## src/rtl/memory_stage_pkg.sv

```systemverilog
// ============================================================================
// memory_stage_pkg
// Shared RV32I memory-stage defines, FSM state type and access-legality helper.
// Revision: 1.0
// ============================================================================
`default_nettype none

`ifndef MEMORY_STAGE_DEFINES
`define MEMORY_STAGE_DEFINES
`define N      32
`define L      7'b0000011
`define S      7'b0100011
`define B      7'b1100011
`define F3_LB  3'b000
`define F3_LH  3'b001
`define F3_LW  3'b010
`define F3_LBU 3'b100
`define F3_LHU 3'b101
`define F3_SB  3'b000
`define F3_SH  3'b001
`define F3_SW  3'b010
`endif

package memory_stage_pkg;

    typedef enum logic [1:0] {
        ST_IDLE     = 2'd0,
        ST_REQ      = 2'd1,
        ST_WAIT_RSP = 2'd2
    } state_e;

    localparam logic [6:0] OPC_LOAD  = `L;
    localparam logic [6:0] OPC_STORE = `S;

    localparam logic [2:0] F3_LB  = `F3_LB;
    localparam logic [2:0] F3_LH  = `F3_LH;
    localparam logic [2:0] F3_LW  = `F3_LW;
    localparam logic [2:0] F3_LBU = `F3_LBU;
    localparam logic [2:0] F3_LHU = `F3_LHU;
    localparam logic [2:0] F3_SB  = `F3_SB;
    localparam logic [2:0] F3_SH  = `F3_SH;
    localparam logic [2:0] F3_SW  = `F3_SW;

    // True when the access must be refused: unknown size encoding or misaligned address.
    function automatic logic access_bad(input logic       is_store,
                                        input logic [2:0] funct3,
                                        input logic [1:0] addr_lo);
        logic illegal;
        logic misaligned;
        if (is_store)
            illegal = (funct3 >= 3'b011);
        else
            illegal = (funct3 == 3'b011) || (funct3 == 3'b110) || (funct3 == 3'b111);
        misaligned = ((funct3[1:0] == 2'b10) && (addr_lo != 2'b00)) ||
                     ((funct3[1:0] == 2'b01) && addr_lo[0]);
        return illegal || misaligned;
    endfunction

endpackage

`default_nettype wire

```

## src/rtl/mem_load_align.sv

```systemverilog
// ============================================================================
// mem_load_align
// Selects the addressed byte/half of a load word and sign- or zero-extends it.
// Revision: 1.0
// ============================================================================
`default_nettype none

module mem_load_align
    import memory_stage_pkg::*;
#(
    parameter int N = 32
) (
    input  logic [N-1:0] i_rdata,
    input  logic [1:0]   i_addr_lo,
    input  logic [2:0]   i_funct3,
    output logic [N-1:0] o_data
);

    logic [7:0]  w_byte;
    logic [15:0] w_half;

    always_comb begin
        w_byte = i_rdata[7:0];
        case (i_addr_lo)
            2'd0:    w_byte = i_rdata[7:0];
            2'd1:    w_byte = i_rdata[15:8];
            2'd2:    w_byte = i_rdata[23:16];
            default: w_byte = i_rdata[31:24];
        endcase
        w_half = i_addr_lo[1] ? i_rdata[31:16] : i_rdata[15:0];

        o_data = i_rdata;
        case (i_funct3)
            F3_LB:   o_data = {{(N-8){w_byte[7]}}, w_byte};
            F3_LBU:  o_data = {{(N-8){1'b0}}, w_byte};
            F3_LH:   o_data = {{(N-16){w_half[15]}}, w_half};
            F3_LHU:  o_data = {{(N-16){1'b0}}, w_half};
            F3_LW:   o_data = i_rdata;
            default: o_data = i_rdata;
        endcase
    end

endmodule

`default_nettype wire

```

## src/rtl/memory_stage.sv

```systemverilog
// ============================================================================
// memory_stage
// RV32I Memory stage: issues data-memory transactions, formats loads, retires to Writeback.
// Revision: 1.0
// ============================================================================
`default_nettype none

`ifndef N
`define N 32
`endif

module memory_stage
    import memory_stage_pkg::*;
#(
    parameter int N = `N
) (
    input  logic         clk,
    input  logic         rst_n,
    input  logic         i_ex_vld,
    input  logic [4:0]   i_rd,
    input  logic [6:0]   i_opcode,
    input  logic [2:0]   i_funct3,
    input  logic [N-1:0] i_alu_result,
    input  logic [N-1:0] i_rs2_data,
    output logic         o_ex_stall,
    output logic         o_dmem_req,
    output logic         o_dmem_we,
    output logic [N-1:0] o_dmem_addr,
    output logic [N-1:0] o_dmem_wdata,
    output logic [3:0]   o_dmem_be,
    input  logic         i_dmem_gnt,
    input  logic         i_dmem_rvalid,
    input  logic [N-1:0] i_dmem_rdata,
    output logic [4:0]   o_rd,
    output logic [6:0]   o_opcode,
    output logic [N-1:0] o_wb_data,
    output logic         o_mem_vld,
    output logic         o_misaligned
);

    state_e         state_q, state_d;
    logic [4:0]     rd_q, rd_d;
    logic [6:0]     op_q, op_d;
    logic [2:0]     f3_q, f3_d;
    logic [1:0]     off_q, off_d;
    logic           we_q, we_d;
    logic [N-1:0]   addr_q, addr_d;
    logic [N-1:0]   wdata_q, wdata_d;
    logic [3:0]     be_q, be_d;
    logic [4:0]     out_rd_q, out_rd_d;
    logic [6:0]     out_op_q, out_op_d;
    logic [N-1:0]   wb_q, wb_d;
    logic           vld_q, vld_d;
    logic           mis_q, mis_d;

    logic [N-1:0]   w_load_data;
    logic           w_is_load;
    logic           w_is_store;

    mem_load_align #(.N(N)) u_load_align (
        .i_rdata   (i_dmem_rdata),
        .i_addr_lo (off_q),
        .i_funct3  (f3_q),
        .o_data    (w_load_data)
    );

    assign w_is_load  = (i_opcode == OPC_LOAD);
    assign w_is_store = (i_opcode == OPC_STORE);

    always_ff @(posedge clk or negedge rst_n) begin
        if (!rst_n) begin
            state_q  <= ST_IDLE;
            rd_q     <= '0;
            op_q     <= '0;
            f3_q     <= '0;
            off_q    <= '0;
            we_q     <= 1'b0;
            addr_q   <= '0;
            wdata_q  <= '0;
            be_q     <= '0;
            out_rd_q <= '0;
            out_op_q <= '0;
            wb_q     <= '0;
            vld_q    <= 1'b0;
            mis_q    <= 1'b0;
        end else begin
            state_q  <= state_d;
            rd_q     <= rd_d;
            op_q     <= op_d;
            f3_q     <= f3_d;
            off_q    <= off_d;
            we_q     <= we_d;
            addr_q   <= addr_d;
            wdata_q  <= wdata_d;
            be_q     <= be_d;
            out_rd_q <= out_rd_d;
            out_op_q <= out_op_d;
            wb_q     <= wb_d;
            vld_q    <= vld_d;
            mis_q    <= mis_d;
        end
    end

    always_comb begin
        state_d  = state_q;
        rd_d     = rd_q;
        op_d     = op_q;
        f3_d     = f3_q;
        off_d    = off_q;
        we_d     = we_q;
        addr_d   = addr_q;
        wdata_d  = wdata_q;
        be_d     = be_q;
        out_rd_d = out_rd_q;
        out_op_d = out_op_q;
        wb_d     = wb_q;
        vld_d    = 1'b0;
        mis_d    = 1'b0;

        case (state_q)
            ST_IDLE: begin
                if (i_ex_vld) begin
                    if (w_is_load || w_is_store) begin
                        if (access_bad(w_is_store, i_funct3, i_alu_result[1:0])) begin
                            vld_d    = 1'b1;
                            mis_d    = 1'b1;
                            out_rd_d = '0;
                            out_op_d = i_opcode;
                            wb_d     = '0;
                        end else begin
                            rd_d    = i_rd;
                            op_d    = i_opcode;
                            f3_d    = i_funct3;
                            off_d   = i_alu_result[1:0];
                            we_d    = w_is_store;
                            addr_d  = {i_alu_result[N-1:2], 2'b00};
                            wdata_d = i_rs2_data;
                            be_d    = 4'b1111;
                            // Store lanes are built once here so the bus stays stable while waiting for gnt.
                            if (w_is_store) begin
                                case (i_funct3)
                                    F3_SB: begin
                                        be_d    = 4'b0001 << i_alu_result[1:0];
                                        wdata_d = {4{i_rs2_data[7:0]}};
                                    end
                                    F3_SH: begin
                                        be_d    = 4'b0011 << i_alu_result[1:0];
                                        wdata_d = {2{i_rs2_data[15:0]}};
                                    end
                                    F3_SW:   be_d = 4'b1111;
                                    default: be_d = 4'b1111;
                                endcase
                            end
                            state_d = ST_REQ;
                        end
                    end else begin
                        vld_d    = 1'b1;
                        out_rd_d = i_rd;
                        out_op_d = i_opcode;
                        wb_d     = i_alu_result;
                    end
                end
            end
            ST_REQ: begin
                if (i_dmem_gnt) begin
                    if (we_q) begin
                        vld_d    = 1'b1;
                        out_rd_d = rd_q;
                        out_op_d = op_q;
                        wb_d     = '0;
                        state_d  = ST_IDLE;
                    end else begin
                        state_d = ST_WAIT_RSP;
                    end
                end
            end
            ST_WAIT_RSP: begin
                if (i_dmem_rvalid) begin
                    vld_d    = 1'b1;
                    out_rd_d = rd_q;
                    out_op_d = op_q;
                    wb_d     = w_load_data;
                    state_d  = ST_IDLE;
                end
            end
            default: state_d = ST_IDLE;
        endcase
    end

    assign o_ex_stall   = (state_q != ST_IDLE);
    assign o_dmem_req   = (state_q == ST_REQ);
    assign o_dmem_we    = we_q;
    assign o_dmem_addr  = addr_q;
    assign o_dmem_wdata = wdata_q;
    assign o_dmem_be    = be_q;
    assign o_rd         = out_rd_q;
    assign o_opcode     = out_op_q;
    assign o_wb_data    = wb_q;
    assign o_mem_vld    = vld_q;
    assign o_misaligned = mis_q;

endmodule

`default_nettype wire
```

## config.mk

```make
export PLATFORM = sky130hd
export DESIGN_NAME = memory_stage
export DESIGN_NICKNAME = d
export VERILOG_FILES = /design/src/rtl/memory_stage_pkg.sv /design/src/rtl/mem_load_align.sv /design/src/rtl/memory_stage.sv
export SDC_FILE = /design/constraint.sdc
export NUM_CORES = 1
export LEC_CHECK = 0
export ABC_CLOCK_PERIOD_IN_PS = 3300
export BUFFER_PORTS_ARGS = -buffer_cell sky130_fd_sc_hd__buf_2
export CAP_MARGIN = 20
export CELL_PAD_IN_SITES_DETAIL_PLACEMENT = 0
export CELL_PAD_IN_SITES_GLOBAL_PLACEMENT = 1
export CORE_ASPECT_RATIO = 1.4
export CORE_UTILIZATION = 41
export DETAILED_ROUTE_END_ITERATION = 12
export PLACE_DENSITY = 0.86
export SETUP_SLACK_MARGIN = 0.02
export SLEW_MARGIN = 15
export SYNTH_ARGS = -nofsm -noshare
export SYNTH_HDL_FRONTEND = slang
export SYNTH_SLANG_ARGS = --single-unit
```

## constraint.sdc

```tcl
create_clock -name clk -period 3.3 [get_ports clk]
set_input_delay 0.165 -clock clk [delete_from_list [all_inputs] [get_ports clk]]
set_output_delay 0.165 -clock clk [all_outputs]
set_load 0.02 [all_outputs]
```

==> out/results.txt <==
Post-synthesis sequential area ratio -> 0.5135
WL/cell -> 19.92 um
Yosys top cell area share -> 0.5135
CTS Sinks -> 132
Die height -> 150.2 um
CTS HTree Levels -> 4
Overflow after GRT -> 0
Worst EP arrival -> 2.92 ns
Final WL -> 20.42 mm
Die area -> 0.01620 mm2
Yosys warning count -> 0
Num CTS Buffers -> 17
CP max stage delay -> 0.71 ns
Share of cells above drive strength 1 -> 0.3553
Crit Reg-Reg Startpoint -> state_q[0]
Synth area leader -> dfrtp_1
Run status -> finished, final reports clean
Fin. Hold Viols -> 0
Slew Viols, Final -> 0
Worst setup path start -> state_q[0]
Worst Max-Slew Pin Slew -> 0.8692 ns
Crit path to -> o_wb_data[14]
R2R depth -> 6
Leakage -> 4.445 nW
Mapped Area -> 0.006432 mm2
Final setup vio count -> 0
Vias post-DR -> 5799
Maximum buffer depth of the clock tree -> 2
Internal power -> 3.829 mW
Core ar. -> 0.01519 mm2
VDD IR-drop max -> 0.3493 mV
Io pins -> 233
GRT Overall Usage -> 0.2572
Crit-path slowest cell -> nor4b_2
Critical Path, Cell by Cell -> inv_1 -> ha_1 -> nand2_1 -> nor4b_2 -> o21ai_0 -> a31oi_1
Antenna cells -> 0
Layout area overhead -> 34.12%
GRT met1 Usage -> 0.2907
Total Neg Setup Slack -> 0 ns
Post-route ant nets -> 0
Worst hold slack -> 0.006682 ns
Post-synth top flop -> dfrtp_1
Global-route wire length before repair -> 31.51 mm
Dpl hpwl -> 14.77 mm
Met2 Track Usage GR -> 0.4490
Post-synthesis register bit count -> 132
IO buf count -> 230
Worst reg2reg setup slack -> 0.70 ns
Critical Path RT -> 3.62 ns
MaxCap Viol Count -> 0
Largest net degree at the start of global routing -> 115
Flop pwr share -> 0.369
Post-synth EDFFs -> 0
Initial DRT Pass Iterations -> 5
Sw Pwr -> 2.167 mW
Final Critical Period -> 2.596 ns
Unique masters post-synth -> 50
Commonest non-fill, non-tap cell in the layout -> buf_2
FFs w/ async S/R, synth -> 1.000
Nets -> 940
Startpoint Class -> flip-flop
Switching Fraction -> 0.3614
# rows -> 53
Gate Count Post-Synth -> 581
Clock skew -> 0.007984 ns
CP endpoint kind -> flip-flop
CTS tree -> yes
Initial antenna violation count -> 0
Comb pwr share -> 0.322
Final cycle utilization of the critical path -> 0.7867
M3 GR Usage -> 0.06580
Crit Reg-Reg Endpoint -> o_wb_data[14]
Pwr/cell area -> 695.1 mW/mm2
Root Driver -> clkbuf_16
CP Max Fanout -> 13
RSZ-0062 raised after global routing -> false
Most frequent cells in the layout -> buf_2 (229), dfrtp_1 (132), a31oi_1 (68)
GP Congestion -> 0.8980
DRC -> 0
Most used routing layer -> met2
Initial DRC count -> 279
Die X -> 107.9 um
Vias in the first global route -> 5768
Syn_area_per_cell -> 11.07 um2
Critical path type -> reg2reg
Vias per Instance -> 5.658
Max transition margin -> 0.4205
Worst hold path class -> in2reg
Clock-pin slew on the worst setup and hold paths -> 0.06 ns
Clk pwr share -> 0.309
Post_cts resized -> 0
Synth area leaders -> dfrtp_1 (51%), mux2_1 (9.6%), a31oi_1 (6.6%)
Initial Util -> 0.4236
Max Clk Rate -> 0.3852 GHz
Worst-Skew Late Latency -> 0.41 ns
[flip-flops by register name (all words and copies together) (netlist names)]
register / cells
f3_q: 3
o_rd: 5
state_q: 2
o_dmem_wdata: 32
o_dmem_be: 4
o_opcode: 7
rd_q: 5
o_dmem_we: 1
off_q: 2
op_q: 7
o_misaligned: 1
o_mem_vld: 1
o_dmem_addr: 30
o_wb_data: 32
[worst max-delay path, delay by kind of cell, from the launching register on]
family,cells,cell delay (ns)
buf+inv,1,0.09
flops,1,0.38
simple gates,2,1.02
fa+ha+maj,1,0.44
compound gates,2,0.57
[repair_timing]
action	in CTS	in global routing
endpoints found under the hold margin	136	0
buffers inserted	0	0
hold buffers	24	0
[cell usage after synthesis, drive strengths merged (7+ instances only)]
cell	n
a31oi	68
mux2	64
a221oi	7
o211ai	7
clkbuf	29
a22oi	17
o21ai	33
nand2	50
buf	22
inv	9
o22ai	7
a221o	7
nor2	15
mux2i	37
dfrtp	132
a21oi	12
[power by group through the flow]
stage	clock network (mW)	registers (mW)	logic [mW]
finish	1.86	2.21	1.93
global route	1.97	2.25	2.08
CTS	1.89	2.21	1.94
detailed placement	0	2.24	1.91
global placement	0	2.22	1.86
floorplan	0	2.64	0.758
[layer usage]
metal,vias to the layer above,share of wire
met4,0,0.034
li1,2645,-
met5,-,0
met1,2807,0.37
met3,39,0.079
met2,308,0.52
[through the flow]
stage | util | setup slack, ns | instance area [um2] | std cells | power (mW)
final | 0.5681 | 0.7038 | 8627 | 1025 | 5.996
after global routing | 0.5681 | 0.4558 | 8627 | 1025 | 6.305
after CTS | 0.5663 | 0.7396 | 8600 | 1024 | 6.042
after detailed placement | 0.5124 | 0.7946 | 7781 | 968 | 4.147
after global placement | 0.5124 | 0.9280 | 7781 | 968 | 4.080
after floorplan | - | 1.186 | 6436 | 582 | 3.396
[worst min path at each step]
stage | to | depth (start not counted) | slack (ns) | from
6_report | o_dmem_addr[18] | 2 | 0.007 | i_alu_result[18]
5_1_grt | rd_q[2] | 2 | 0.000008 | i_rd[2]
4_1_cts | o_dmem_addr[15] | 2 | 0.0006 | i_alu_result[15]
3_5_place_dp | o_wb_data[28] | 1 | 0.40 | rst_n
3_3_place_gp | o_dmem_addr[28] | 1 | 0.39 | rst_n
2_1_floorplan | f3_q[0] | 0 | -0.13 | rst_n
[layout make-up]
cell class                 instances  area (um2)
inverter                           9       33.78
multi-input combinational        390        2922
tap                              192       240.2
timing repair buffer             270        1550
clock inverter                    12       131.4
fill                            1324        6559
clock buffer                      20       446.7
sequential                       132        3303
[logic make-up after synthesis]
kind of cell,share of synthesized area
AO/OA/AOI/OAI,0.1825
other,0.0005830
AND/OR/NAND/NOR,0.08072
multiplexers,0.1731
flip-flops,0.5135
buffers and inverters,0.04182
adder cells (fa/ha/maj),0.007781
No activity file was read; power rests on OpenSTA's default activity.
